[src/rtl/rram_addr_seq_if.sv]
// rram_addr_seq_if: FSM-facing control, configuration and address bus of rram_addr_seq
// master: FSM side (drives start/abort/next and configuration); slave: the sequencer
interface rram_addr_seq_if #(
  parameter int ADDR_BITS_N = 16,
  parameter int LOOP_CNT_BITS_N = 16
);
  logic start;
  logic abort;
  logic next;
  logic use_multi_addrs;
  logic loop_mode;
  logic [ADDR_BITS_N-1:0] address_start;
  logic [ADDR_BITS_N-1:0] address_stop;
  logic [ADDR_BITS_N-1:0] address_step;
  logic [ADDR_BITS_N-1:0] addr;
  logic addr_valid;
  logic last;
  logic busy;
  logic done;
  logic [LOOP_CNT_BITS_N-1:0] loop_count;
  modport master(
    output start, abort, next, use_multi_addrs, loop_mode, address_start, address_stop, address_step,
    input addr, addr_valid, last, busy, done, loop_count
  );
  modport slave(
    input start, abort, next, use_multi_addrs, loop_mode, address_start, address_stop, address_step,
    output addr, addr_valid, last, busy, done, loop_count
  );
endinterface

[src/rtl/rram_addr_seq.sv]
// rram_addr_seq: walks the RRAM word address start..stop by step, one address per next request
// Ports: sclk (clock), rst (async active-high reset), bus (rram_addr_seq_if.slave: start/abort/next,
// configuration in, registered addr/addr_valid/last/busy/done/loop_count out).
// Define RRAM_ADDR_SEQ_LOOP_EN to enable loop mode and the loop_count counter.
module rram_addr_seq #(
  parameter int ADDR_BITS_N = 16,
  parameter int LOOP_CNT_BITS_N = 16
) (
  input logic sclk,
  input logic rst,
  rram_addr_seq_if.slave bus
);
  localparam int A = ADDR_BITS_N;
  typedef enum logic [1:0] {IDLE, RUN, DONE} state_t;
  state_t state, state_nxt;
  logic [A-1:0] addr_q, addr_nxt, start_q, start_nxt, stop_q, stop_nxt, step_q, step_nxt, step_in;
  logic multi_q, multi_nxt, valid_q, valid_nxt, last_q, last_nxt, loop_q, go, reload;
  logic [A:0] sum;
  // a is the final address when the following one would pass stop (checked without overflow)
  function automatic logic last_at(input logic multi, input logic [A-1:0] a, st, sp);
    return !multi || (({1'b0, a} + {1'b0, st}) > {1'b0, sp});
  endfunction
  assign step_in = (bus.address_step == '0) ? A'(1) : bus.address_step;
  assign sum = {1'b0, addr_q} + {1'b0, step_q};
  always_comb begin
    state_nxt = state;
    addr_nxt = addr_q;
    valid_nxt = valid_q;
    last_nxt = last_q;
    start_nxt = start_q;
    stop_nxt = stop_q;
    step_nxt = step_q;
    multi_nxt = multi_q;
    go = 1'b0;
    reload = 1'b0;
    if (bus.abort) begin
      state_nxt = IDLE;
      valid_nxt = 1'b0;
      last_nxt = 1'b0;
    end else begin
      case (state)
        IDLE: if (bus.start) begin
          go = 1'b1;
          state_nxt = RUN;
          start_nxt = bus.address_start;
          stop_nxt = bus.address_stop;
          step_nxt = step_in;
          multi_nxt = bus.use_multi_addrs;
          addr_nxt = bus.address_start;
          valid_nxt = 1'b1;
          last_nxt = last_at(bus.use_multi_addrs, bus.address_start, step_in, bus.address_stop);
        end
        RUN: if (bus.next && valid_q) begin
          if (!last_q) begin
            addr_nxt = sum[A-1:0];
            last_nxt = sum[A] || last_at(1'b1, sum[A-1:0], step_q, stop_q);
          end else if (loop_q) begin
            reload = 1'b1;
            addr_nxt = start_q;
            last_nxt = last_at(multi_q, start_q, step_q, stop_q);
          end else begin
            state_nxt = DONE;
            valid_nxt = 1'b0;
            last_nxt = 1'b0;
          end
        end
        DONE: state_nxt = IDLE;
        default: state_nxt = IDLE;
      endcase
    end
  end
  always_ff @(posedge sclk or posedge rst) begin
    if (rst) begin
      state <= IDLE;
      addr_q <= '0;
      valid_q <= 1'b0;
      last_q <= 1'b0;
      start_q <= '0;
      stop_q <= '0;
      step_q <= '0;
      multi_q <= 1'b0;
    end else begin
      state <= state_nxt;
      addr_q <= addr_nxt;
      valid_q <= valid_nxt;
      last_q <= last_nxt;
      start_q <= start_nxt;
      stop_q <= stop_nxt;
      step_q <= step_nxt;
      multi_q <= multi_nxt;
    end
  end
`ifdef RRAM_ADDR_SEQ_LOOP_EN
  logic [LOOP_CNT_BITS_N-1:0] cnt;
  always_ff @(posedge sclk or posedge rst) begin
    if (rst) begin
      loop_q <= 1'b0;
      cnt <= '0;
    end else if (go) begin
      loop_q <= bus.loop_mode;
      cnt <= '0;
    end else if (reload && !(&cnt)) begin
      cnt <= cnt + LOOP_CNT_BITS_N'(1);
    end
  end
  assign bus.loop_count = cnt;
`else
  logic [2:0] unused_loop;
  assign loop_q = 1'b0;
  assign unused_loop = {bus.loop_mode, reload, go};
  assign bus.loop_count = '0;
`endif
  assign bus.addr = addr_q;
  assign bus.addr_valid = valid_q;
  assign bus.last = last_q;
  assign bus.busy = state != IDLE;
  assign bus.done = state == DONE;
endmodule

[src/flat_wrapper.sv]
// flat-port wrapper written by rule: the top's interface ports become plain ports
module rram_addr_seq_flat 
#(
  parameter int ADDR_BITS_N = 16,
  parameter int LOOP_CNT_BITS_N = 16
)
  (sclk, rst, bus_start, bus_abort, bus_next, bus_use_multi_addrs, bus_loop_mode, bus_address_start, bus_address_stop, bus_address_step, bus_addr, bus_addr_valid, bus_last, bus_busy, bus_done, bus_loop_count);
  rram_addr_seq_if #(.ADDR_BITS_N(ADDR_BITS_N), .LOOP_CNT_BITS_N(LOOP_CNT_BITS_N)) bus_i ();
  input logic sclk;
  input logic rst;
  input wire logic [$bits(bus_i.start)-1:0] bus_start;
  input wire logic [$bits(bus_i.abort)-1:0] bus_abort;
  input wire logic [$bits(bus_i.next)-1:0] bus_next;
  input wire logic [$bits(bus_i.use_multi_addrs)-1:0] bus_use_multi_addrs;
  input wire logic [$bits(bus_i.loop_mode)-1:0] bus_loop_mode;
  input wire logic [$bits(bus_i.address_start)-1:0] bus_address_start;
  input wire logic [$bits(bus_i.address_stop)-1:0] bus_address_stop;
  input wire logic [$bits(bus_i.address_step)-1:0] bus_address_step;
  output wire logic [$bits(bus_i.addr)-1:0] bus_addr;
  output wire logic [$bits(bus_i.addr_valid)-1:0] bus_addr_valid;
  output wire logic [$bits(bus_i.last)-1:0] bus_last;
  output wire logic [$bits(bus_i.busy)-1:0] bus_busy;
  output wire logic [$bits(bus_i.done)-1:0] bus_done;
  output wire logic [$bits(bus_i.loop_count)-1:0] bus_loop_count;
  assign bus_i.start = bus_start;
  assign bus_i.abort = bus_abort;
  assign bus_i.next = bus_next;
  assign bus_i.use_multi_addrs = bus_use_multi_addrs;
  assign bus_i.loop_mode = bus_loop_mode;
  assign bus_i.address_start = bus_address_start;
  assign bus_i.address_stop = bus_address_stop;
  assign bus_i.address_step = bus_address_step;
  assign bus_addr = bus_i.addr;
  assign bus_addr_valid = bus_i.addr_valid;
  assign bus_last = bus_i.last;
  assign bus_busy = bus_i.busy;
  assign bus_done = bus_i.done;
  assign bus_loop_count = bus_i.loop_count;
  rram_addr_seq #(.ADDR_BITS_N(ADDR_BITS_N), .LOOP_CNT_BITS_N(LOOP_CNT_BITS_N)) u_core (.sclk(sclk), .rst(rst), .bus(bus_i));
endmodule
[config.mk]
export PLATFORM = sky130hd
export DESIGN_NAME = rram_addr_seq_flat
export DESIGN_NICKNAME = d
export VERILOG_FILES = /design/src/rtl/rram_addr_seq_if.sv /design/src/rtl/rram_addr_seq.sv /design/src/flat_wrapper.sv
export SDC_FILE = /design/constraint.sdc
export NUM_CORES = 1
export LEC_CHECK = 0
export CORE_AREA = 5 5 122 124
export DETAILED_ROUTE_END_ITERATION = 6
export DIE_AREA = 0 0 127 129
export SETUP_SLACK_MARGIN = 0.5
export SYNTH_ARGS = -nofsm -noshare
export SYNTH_HDL_FRONTEND = slang
export SYNTH_SLANG_ARGS = --single-unit
[constraint.sdc]
create_clock -name sclk -period 5 [get_ports sclk]
set_input_delay 0.5 -clock sclk [delete_from_list [all_inputs] [get_ports sclk]]
set_output_delay 0.5 -clock sclk [all_outputs]
set_load 0.02 [all_outputs]
==> results.json, run 1 <==
{
  "status": "finished, final reports clean",
  "synthFlopType": "dfrtp_1",
  "coreArea_um2": 13700,
  "arrival_ns": 4.66,
  "start_util": 0.392,
  "rows": 43,
  "antenna_found_initial": 0,
  "diodes": 0,
  "drtIter0Drc": 369,
  "met1_usage": 0.243,
  "multi_input_area_um2": 3970,
  "clock_insertion_delay_worst_skew_ns": 0.30,
  "worst_slew_pin_slew_ns": 0.705,
  "layout-drive-gt1-share": 0.141,
  "pre_cts_ws_ns": 0.0277,
  "drt_pass1_iterations": 5,
  "mostFrequentLayoutCell": "ha_1",
  "route.detailed.drc": 0,
  "area_growth_pct": 26.5,
  "crit_type": "reg2reg",
  "holdPathStages": 2,
  "drv_slew": 0,
  "fin_area_um2": 6780,
  "end_kind": "flop",
  "reg2regPathDepth": 25,
  "hold_end": "u_core.bus.addr[6]",
  "die_h_um": 129,
  "cts_tree": "built",
  "synth_edf_count": 0,
  "fillers": 1278,
  "placed_area_um2": 6220,
  "grt_use_met2": 0.316,
  "r2r-end": "u_core.bus.last",
  "syn_inst": 640,
  "yosysUniqueCellTypes": 60,
  "track_usage": 0.187,
  "period_minus_slack_ns": 4.50,
  "path_clk_slew_ns": 0.07,
  "hold_class": "reg2reg",
  "drt-total-wl_um": 15600,
  "r2r_setup_slack_ns": 0.50,
  "post-place-cells": 874,
  "syn_area_per_cell_um2": 8.38,
  "hpwl_um": 12200,
  "regArea_um2": 1300,
  "cts_root_buffer": "clkbuf_16",
  "antenna_left": 0,
  "final_nets": 862,
  "ir_drop_uv": 455,
  "powerDensity_nw_per_um2": 811,
  "worstReg2RegStart": "u_core.step_q[0]",
  "clk_path_buf_depth": 2,
  "setup-violations-final": 0,
  "port_buffers": 73,
  "p_leak_nw": 3.10,
  "finalHoldViolCount": 0,
  "yosysWarnings": 0,
  "fmax_mhz": 222,
  "wire_per_inst_um": 17.3,
  "pin_count": 91,
  "ys_seq_area_frac": 0.243,
  "grt_pass1_vias": 4799,
  "worstSetupStartpoint": "u_core.step_q[0]",
  "cp_data_required_time_ns": 5.16,
  "cts_sinks": 52,
  "relSlewSlack": 0.530,
  "met3_usage": 0.0249,
  "synth_area_um2": 5360,
  "ys_ff_latch": 52,
  "drv_cap": 0,
  "avgViaCountPerCell": 5.42,
  "busiest_layer": "met2",
  "worst_slack_ns": 0.497,
  "period_share": 0.901,
  "die_w_um": 127,
  "ctsHoldBuffers": 0,
  "layout_common_cells": "ha_1 (80), clkdlybuf4s50_1 (73), nand2_1 (52), dfrtp_1 (52), a21oi_1 (51)",
  "die_area_um2": 16400,
  "rsz0062_at_grt": "true",
  "grt_pass1_wl_um": 24100,
  "gp_congestion": 0.837,
  "h-tree-depth": 2,
  "hold_start": "u_core.bus.addr[6]",
  "worstPathMaxFanout": 3,
  "fin_cells": 901,
  "start_kind": "flop",
  "vias": 4882,
  "cts_made_buffers": 5,
  "ys_async_sr_fraction": 1.00,
  "grt_overflow": 0,
  "finalSetupTns_ns": 0,
  "finClkSkew_ns": 0.00475,
  "grt_max_degree": 53
}
-- cells in the mapped netlist (all sizes together) (2+ instances only) --
library cell | number | area [µm²]
o211ai | 4 | 30.0
and2 | 2 | 12.5
and3 | 4 | 26.3
nor3 | 9 | 45.0
a41o | 2 | 20.0
a22oi | 3 | 22.5
a21oi | 61 | 317
nand4 | 6 | 37.5
mux2i | 11 | 110
buf | 19 | 135
or2 | 3 | 18.8
a31oi | 6 | 37.5
o31a | 2 | 17.5
o21bai | 4 | 30.0
mux2 | 16 | 180
nor3b | 3 | 27.5
ha | 83 | 1040
o41ai | 2 | 25.0
dfrtp | 52 | 1300
a211oi | 8 | 60.1
a31o | 2 | 17.5
xnor2 | 25 | 219
nor2 | 32 | 120
o21a | 6 | 45.0
o22ai | 2 | 12.5
nor4 | 4 | 25.0
o31ai | 3 | 22.5
inv | 49 | 184
nor2b | 12 | 75.1
nand2 | 55 | 206
or4 | 2 | 16.3
nand2b | 10 | 62.6
o2111ai | 2 | 17.5
and4 | 3 | 26.3
nand3 | 16 | 80.1
o21ai | 49 | 245
xor2 | 13 | 114
fa | 3 | 60.1
a21o | 15 | 114
clkbuf | 24 | 90.1
-- critical path: stages, from the launching register on --
cell,delay (ns)
dfrtp_1,0.42
ha_4,0.20
fa_2,0.37
a21oi_4,0.18
o211ai_1,0.14
nand2_1,0.11
nand2b_1,0.08
a21oi_2,0.20
xnor2_2,0.10
ha_1,0.33
buf_6,0.11
nand2_2,0.05
a21oi_2,0.13
o21ai_2,0.08
buf_4,0.13
nand2_1,0.10
a21oi_2,0.07
xnor2_1,0.28
ha_1,0.32
a21oi_1,0.14
o21ai_0,0.10
a21o_1,0.18
nand2_1,0.06
a31oi_1,0.09
o31ai_1,0.25
nand4_1,0.13
-- routing by layer --
metal / up-vias / part of all wire
li1: 2402 / -
met1: 2273 / 0.43
met2: 175 / 0.48
met3: 32 / 0.056
met4: 0 / 0.031
met5: - / 0
-- sequential cells by signal, summed over array words and instances (netlist names) --
signal,cells
u_core.bus.addr,16
u_core.bus.last,1
u_core.bus.addr_valid,1
u_core.state,2
u_core.step_q,16
u_core.stop_q,16
-- report_power, final --
group | internal (W) | total [W] | switching [W]
clock network | 0.000211 | 0.000367 | 0.000157
registers | 0.000534 | 0.000633 | 0.0000992
logic | 0.00201 | 0.00450 | 0.00249
-- worst max-delay path by stage --
| stage | endpoint | slack (ns) | cells after the start |
|---|---|---|---|
| 2_1_floorplan | u_core.bus.last | 0.53 | 22 |
| 3_3_place_gp | u_core.bus.last | 0.20 | 22 |
| 3_5_place_dp | u_core.bus.last | 0.03 | 22 |
| 4_1_cts | u_core.bus.last | 0.51 | 18 |
| 5_1_grt | u_core.bus.last | 0.25 | 25 |
| 6_report | u_core.bus.last | 0.50 | 25 |
-- what timing repair did --
item | in CTS | in global routing
pin swaps | 10 | 32
hold endpoints to repair | 0 | 0
setup endpoints to repair | 1 | 1
buffers inserted | 10 | 10
resized for setup | 11 | 41
-- kinds of logic after synthesis --
family	count (synthesis)	synth area share
AND/OR/NAND/NOR	166	0.153
AO/OA/AOI/OAI	178	0.206
multiplexers	27	0.0542
other	1	0.000700
XOR/XNOR	38	0.0621
flip-flops	52	0.243
adder cells (fa/ha/maj)	86	0.205
buffers and inverters	92	0.0763
-- cell type report --
cell class / count / area share
multi-input combinational: 511 / 0.585
sequential: 52 / 0.192
timing repair buffer: 102 / 0.140
tap: 180 / 0.0332
inverter: 49 / 0.0271
clock buffer: 7 / 0.0225
-- through the flow --
step,hold slack [ns],utilization,total power (W)
final,0.525,0.496,0.00550
after global routing,0.543,0.496,0.00598
after CTS,0.531,0.476,0.00490
after detailed placement,0.516,0.455,0.00426
after global placement,0.503,0.455,0.00413
after floorplan,0.487,-,0.00329
Note: power is estimated with default switching activity, not from simulation.
==> run 2: changes to the inputs <==
==> constraint.sdc (replaced) <==
create_clock -name sclk -period 4 [get_ports sclk]
set_input_delay 0.4 -clock sclk [delete_from_list [all_inputs] [get_ports sclk]]
set_output_delay 0.4 -clock sclk [all_outputs]
set_load 0.02 [all_outputs]
==> run 2 against run 1 <==
  * Worst hold slack improved by 0.00087 ns
  * The flow now finishes with violations (setup timing)
  * Register-to-register slack got worse by 0.83 ns
  * Wire length rose by 7.5%
  * Clock skew rose by 0.0018 ns
  * Largest cell class unchanged
  * Critical path type unchanged
  * Utilization rose by 4.1 points
==> results.json, run 2 (synthesis gave the netlist of run 1 again) <==
{
  "powerDensity_nw_per_um2": 988,
  "worstPathBufferInverterCount": 1,
  "crit_end": "u_core.bus.last",
  "drtIter0Drc": 352,
  "met1_usage": 0.291,
  "grt_pass1_vias": 5309,
  "fmax_mhz": 231,
  "ir_drop_uv": 402,
  "busiest_layer": "met2",
  "drv_slew": 0,
  "gp_congestion": 0.937,
  "layout-drive-gt1-share": 0.224,
  "avgViaCountPerCell": 5.23,
  "drt_pass1_iterations": 5,
  "finalHoldViolCount": 0,
  "hold_class": "reg2reg",
  "path_clk_slew_ns": 0.07,
  "drv_cap": 0,
  "final_util": 0.537,
  "grt_pass1_wl_um": 27200,
  "r2r-end": "u_core.bus.last",
  "cts_tree": "built",
  "status": "finished with violations",
  "arrival_ns": 4.50,
  "antenna_found_initial": 0,
  "placed_area_um2": 7060,
  "period_minus_slack_ns": 4.33,
  "cts_sinks": 52,
  "period_share": 1.08,
  "crit_slowest_cell": "dfrtp_1",
  "worstPathMaxFanout": 4,
  "start_kind": "flop",
  "die_w_um": 127,
  "reg2regPathDepth": 23,
  "violations": "setup timing",
  "cp_data_required_time_ns": 4.17,
  "holdWs_ns": 0.525,
  "pin_count": 91,
  "route.detailed.drc": 0,
  "crit_type": "reg2reg",
  "worstPathCellList": "ha_4 -> fa_2 -> a21oi_4 -> o211ai_1 -> nand2_1 -> nand2b_1 -> a21oi_2 -> xnor2_2 -> ha_4 -> a21o_1 -> a21o_2 -> a21oi_2 -> buf_4 -> a21oi_2 -> xor2_1 -> ha_1 -> nand2_2 -> nor4_4 -> nand4_1 -> o21ai_1 -> a31oi_1 -> o31ai_1 -> nand4_1",
  "relSlewSlack": 0.435,
  "area_growth_pct": 36.9,
  "slowest_delay_ns": 0.41,
  "start_util": 0.392,
  "worstSetupStartpoint": "u_core.step_q[0]",
  "finalSetupTns_ns": -0.330,
  "rows": 43,
  "cts_root_buffer": "clkbuf_16",
  "rsz0062_at_grt": "true",
  "grt_overflow": 0,
  "h-tree-depth": 2,
  "coreArea_um2": 13700,
  "worst_slew_pin_slew_ns": 0.847,
  "setup-violations-final": 1,
  "p_leak_nw": 3.50,
  "vias": 5186,
  "die_area_um2": 16400,
  "clk_path_buf_depth": 2,
  "drt-total-wl_um": 16700,
  "crit_top_cell": "a21oi_2",
  "layout_common_cells": "buf_4 (119), ha_1 (81), clkdlybuf4s50_1 (72)",
  "final_nets": 952,
  "die_h_um": 129,
  "worst_slack_ns": -0.330,
  "hpwl_um": 14000,
  "wire_per_inst_um": 16.9,
  "critical_path.top_delay_family": "compound AO/OA/AOI/OAI gates",
  "cp_num_cells": 23,
  "antenna_left": 0,
  "port_buffers": 73,
  "end_kind": "flop",
  "grt_use_met2": 0.339,
  "mostFrequentLayoutCell": "buf_4",
  "grt_max_degree": 60,
  "track_usage": 0.208,
  "r2r_setup_slack_ns": -0.33,
  "fin_area_um2": 7340,
  "finClkSkew_ns": 0.00659,
  "diodes": 0,
  "met3_usage": 0.0237,
  "fillers": 1300,
  "worstReg2RegStart": "u_core.step_q[0]",
  "clock_insertion_delay_worst_skew_ns": 0.30,
  "pre_cts_ws_ns": -0.779,
  "cts_made_buffers": 5
}
## run 2: cell types whose count changed in the layout (fill, tap and decap cells not counted), sizes merged
| cell | change |
|---|---|
| buf | +90 |
| bufinv | +1 |
| clkbuf | -1 |
| clkdlybuf4s50 | -1 |
| clkinv | +1 |
| dlygate4sd2 | +1 |
## run 2: what timing repair did
| action | 4_1_cts | 5_1_grt |
|---|---|---|
| gates cloned | 0 | 0 |
| hold buffers | 0 | 0 |
| setup buffers | 2 | 1 |
| pin swaps | 1 | 5 |
| setup endpoints to repair | 1 | 1 |
| resized for setup | 10 | 14 |
## run 2: power breakdown
part	leakage (nW)	internal, W	switching, W
sequential	0.631	0.000668	0.0000984
clock	0.0808	0.000295	0.000203
combinational	2.79	0.00304	0.00295
## run 2: layout make-up
cell class	count	area, µm²	area share
Clock inverter	2	35.0	0.00477
Clock buffer	6	129	0.0176
Inverter	49	184	0.0251
Multi-Input combinational cell	511	3840	0.523
Sequential cell	52	1300	0.177
Timing Repair Buffer	192	1620	0.221
Tap cell	180	225	0.0307
## run 2: tightest hold or removal path: cells and delay by family (launching register included)
family	cells	cell delay [ns]
flops	1	0.38
simple gates	2	0.12
## run 2: worst min-delay path by stage
stage,from,endpoint,slack (ns),cells after the start
6_report,u_core.bus.addr[14],u_core.bus.addr[14],0.53,2
5_1_grt,u_core.stop_q[0],u_core.stop_q[0],0.56,1
4_1_cts,u_core.bus.addr[14],u_core.bus.addr[14],0.52,2
3_5_place_dp,u_core.bus.addr[14],u_core.bus.addr[14],0.51,2
3_3_place_gp,u_core.bus.addr[14],u_core.bus.addr[14],0.51,2
2_1_floorplan,bus_abort,u_core.state[1],0.47,1
## run 2: layer usage
layer | vias up | wire (µm)
met4 | 0 | 349
li1 | 2593 | -
met5 | - | 0
met3 | 24 | 955
met2 | 119 | 7640
met1 | 2450 | 7780
## run 2: stage by stage
step                std cells  power [W]
floorplan                 655    0.00416
finish                    992    0.00725
CTS                       991    0.00707
global placement          981    0.00625
detailed placement        981    0.00641
global route              992    0.00801
==> run 3: changes to the inputs <==
--- a/config.mk
+++ b/config.mk
@@ -8,6 +8,7 @@
 export CORE_AREA = 5 5 122 124
 export DETAILED_ROUTE_END_ITERATION = 6
 export DIE_AREA = 0 0 127 129
+export DONT_BUFFER_PORTS = 1
 export SETUP_SLACK_MARGIN = 0.5
 export SYNTH_ARGS = -nofsm -noshare
 export SYNTH_HDL_FRONTEND = slang
==> run 3 against run 2 <==
  * The flow still finishes with violations (setup timing)
  * Largest cell class unchanged
  * Critical endpoint unchanged
  * Clock-buffer cell count stayed put
  * Largest power group unchanged
  * Combinational power is 8.3% lower
  * Final area is 14% lower
  * Setup slack worse by 0.056 ns
  * Sequential share of layout area is 2.8 points higher
  * Worst hold slack worse by 0.52 ns
  * Register-to-register slack worse by 0.06 ns
  * Non-clock buffer count is 100 lower
==> results.json, run 3 (synthesis gave the netlist of run 1 again) <==
{
  "die_w_um": 127,
  "grt_overflow": 0,
  "fillers": 1352,
  "crit_type": "reg2reg",
  "r2r_setup_slack_ns": -0.39,
  "arrival_ns": 4.54,
  "antenna_left": 0,
  "cts_sinks": 52,
  "drv_slew": 0,
  "layout-drive-gt1-share": 0.204,
  "ir_drop_uv": 394,
  "cts_root_buffer": "clkbuf_16",
  "fmax_mhz": 228,
  "pin_count": 91,
  "seqPwrFrac": 0.117,
  "worstPathBufferInverterCount": 1,
  "die_h_um": 129,
  "grt_max_degree": 38,
  "hold_class": "in2async",
  "start_kind": "flop",
  "period_minus_slack_ns": 4.39,
  "finalHoldViolCount": 0,
  "rsz0062_at_grt": "true",
  "finalSetupTns_ns": -0.386,
  "mostFrequentLayoutCell": "buf_4",
  "swShare": 0.458,
  "start_util": 0.392,
  "p_leak_nw": 3.07,
  "clock_insertion_delay_worst_skew_ns": 0.29,
  "avgViaCountPerCell": 5.46,
  "gp_congestion": 0.974,
  "combPwrFrac": 0.811,
  "track_usage": 0.196,
  "worstPathCellList": "ha_4 -> fa_2 -> a21oi_2 -> buf_4 -> o21ai_1 -> and4_1 -> or2_2 -> xnor2_2 -> ha_1 -> and2_1 -> o21ai_1 -> a31o_2 -> nand2b_1 -> a21oi_2 -> xnor2_1 -> ha_1 -> nand2_2 -> nor3_1 -> a211oi_1 -> a31oi_1 -> o31ai_1 -> nand4_1",
  "layout_common_cells": "buf_4 (92), ha_1 (82), a21oi_1 (55)",
  "violations": "setup timing",
  "rows": 43,
  "coreArea_um2": 13700,
  "final_nets": 852,
  "route.detailed.drc": 0,
  "drt_pass1_iterations": 5,
  "grt_pass1_vias": 4876,
  "relSlewSlack": 0.594,
  "finClkSkew_ns": 0.00656,
  "h-tree-depth": 2,
  "end_kind": "flop",
  "reg2regPathDepth": 22,
  "cts_tree": "built",
  "drtIter0Drc": 321,
  "powerDensity_nw_per_um2": 1070,
  "holdWs_ns": 0.00714,
  "worst_slack_ns": -0.386,
  "port_buffers": 0,
  "cp_data_required_time_ns": 4.16,
  "die_area_um2": 16400,
  "worstReg2RegStart": "u_core.step_q[0]",
  "ctsHoldBuffers": 0,
  "crit_slowest_cell": "dfrtp_1",
  "clk_path_buf_depth": 2,
  "diodes": 0,
  "vias": 4874,
  "grt_pass1_wl_um": 25500,
  "power.net_switching_w": 0.00310,
  "pre_cts_ws_ns": -0.365,
  "area_growth_pct": 18.3,
  "cts_made_buffers": 5,
  "wire_per_inst_um": 17.9,
  "critical_path.top_delay_family": "compound AO/OA/AOI/OAI gates",
  "r2r-end": "u_core.bus.last",
  "drv_cap": 0,
  "setup-violations-final": 1,
  "power.total_w": 0.00677,
  "worstPathMaxFanout": 3,
  "worst_slew_pin_slew_ns": 0.609,
  "final_util": 0.464,
  "clock_power_share": 0.072,
  "path_clk_slew_ns": 0.07,
  "slowest_delay_ns": 0.41,
  "status": "finished with violations",
  "hpwl_um": 13400,
  "antenna_found_initial": 0,
  "period_share": 1.10,
  "drt-total-wl_um": 16000,
  "p_int_w": 0.00367
}
run 3: changes by cell type in the layout (fill, tap and decap cells not counted), sizes merged:
cell	before	now
buf	119	92
clkdlybuf4s50	72	0
dlygate4sd2	1	0
run 3: final cells by class:
type                       instances  area (µm²)  share of cell area
tap                              180         225              0.0355
clock buffer                       6         129              0.0203
timing repair buffer              92         691               0.109
sequential                        52        1300               0.205
clock inverter                     2        35.0             0.00552
multi-input combinational        511        3780               0.595
inverter                          49         184              0.0290
run 3: per-layer routing:
layer	track usage	routed length (µm)
met4	0.0707	522
met3	0.0245	876
met1	0.261	7050
met5	0	0
met2	0.328	7530
run 3: power by group through the flow:
| stage | clock, W | combinational [W] | sequential (W) |
|---|---|---|---|
| final | 0.000489 | 0.00549 | 0.000794 |
| after global routing | 0.000518 | 0.00615 | 0.000811 |
| after CTS | 0.000500 | 0.00539 | 0.000793 |
| after detailed placement | 0 | 0.00517 | 0.000803 |
| after global placement | 0 | 0.00502 | 0.000800 |
| after floorplan | 0 | 0.00330 | 0.000854 |
run 3: timing repair:
item | in CTS | in global routing
pin swaps | 5 | 7
setup buffers | 2 | 2
endpoints found under the setup margin | 1 | 1
endpoints found under the hold margin | 0 | 0
gates resized for setup | 9 | 1
run 3: worst max-delay path by stage:
stage	startpoint	endpoint	slack, ns	cells after the start
3_3_place_gp	u_core.bus.addr[0]	u_core.bus.last	-0.22	22
6_report	u_core.step_q[0]	u_core.bus.last	-0.39	22
3_5_place_dp	u_core.bus.addr[0]	u_core.bus.last	-0.36	22
2_1_floorplan	u_core.bus.addr[0]	u_core.bus.last	-0.04	23
4_1_cts	u_core.bus.addr[0]	u_core.bus.last	-0.36	24
5_1_grt	u_core.step_q[0]	u_core.bus.last	-0.65	24
run 3: per-stage QoR:
stage               instance area (µm²)  std cells
detailed placement                 6120        880
CTS                                6320        890
global placement                   6120        880
global route                       6340        892
finish                             6340        892
floorplan                          5450        655
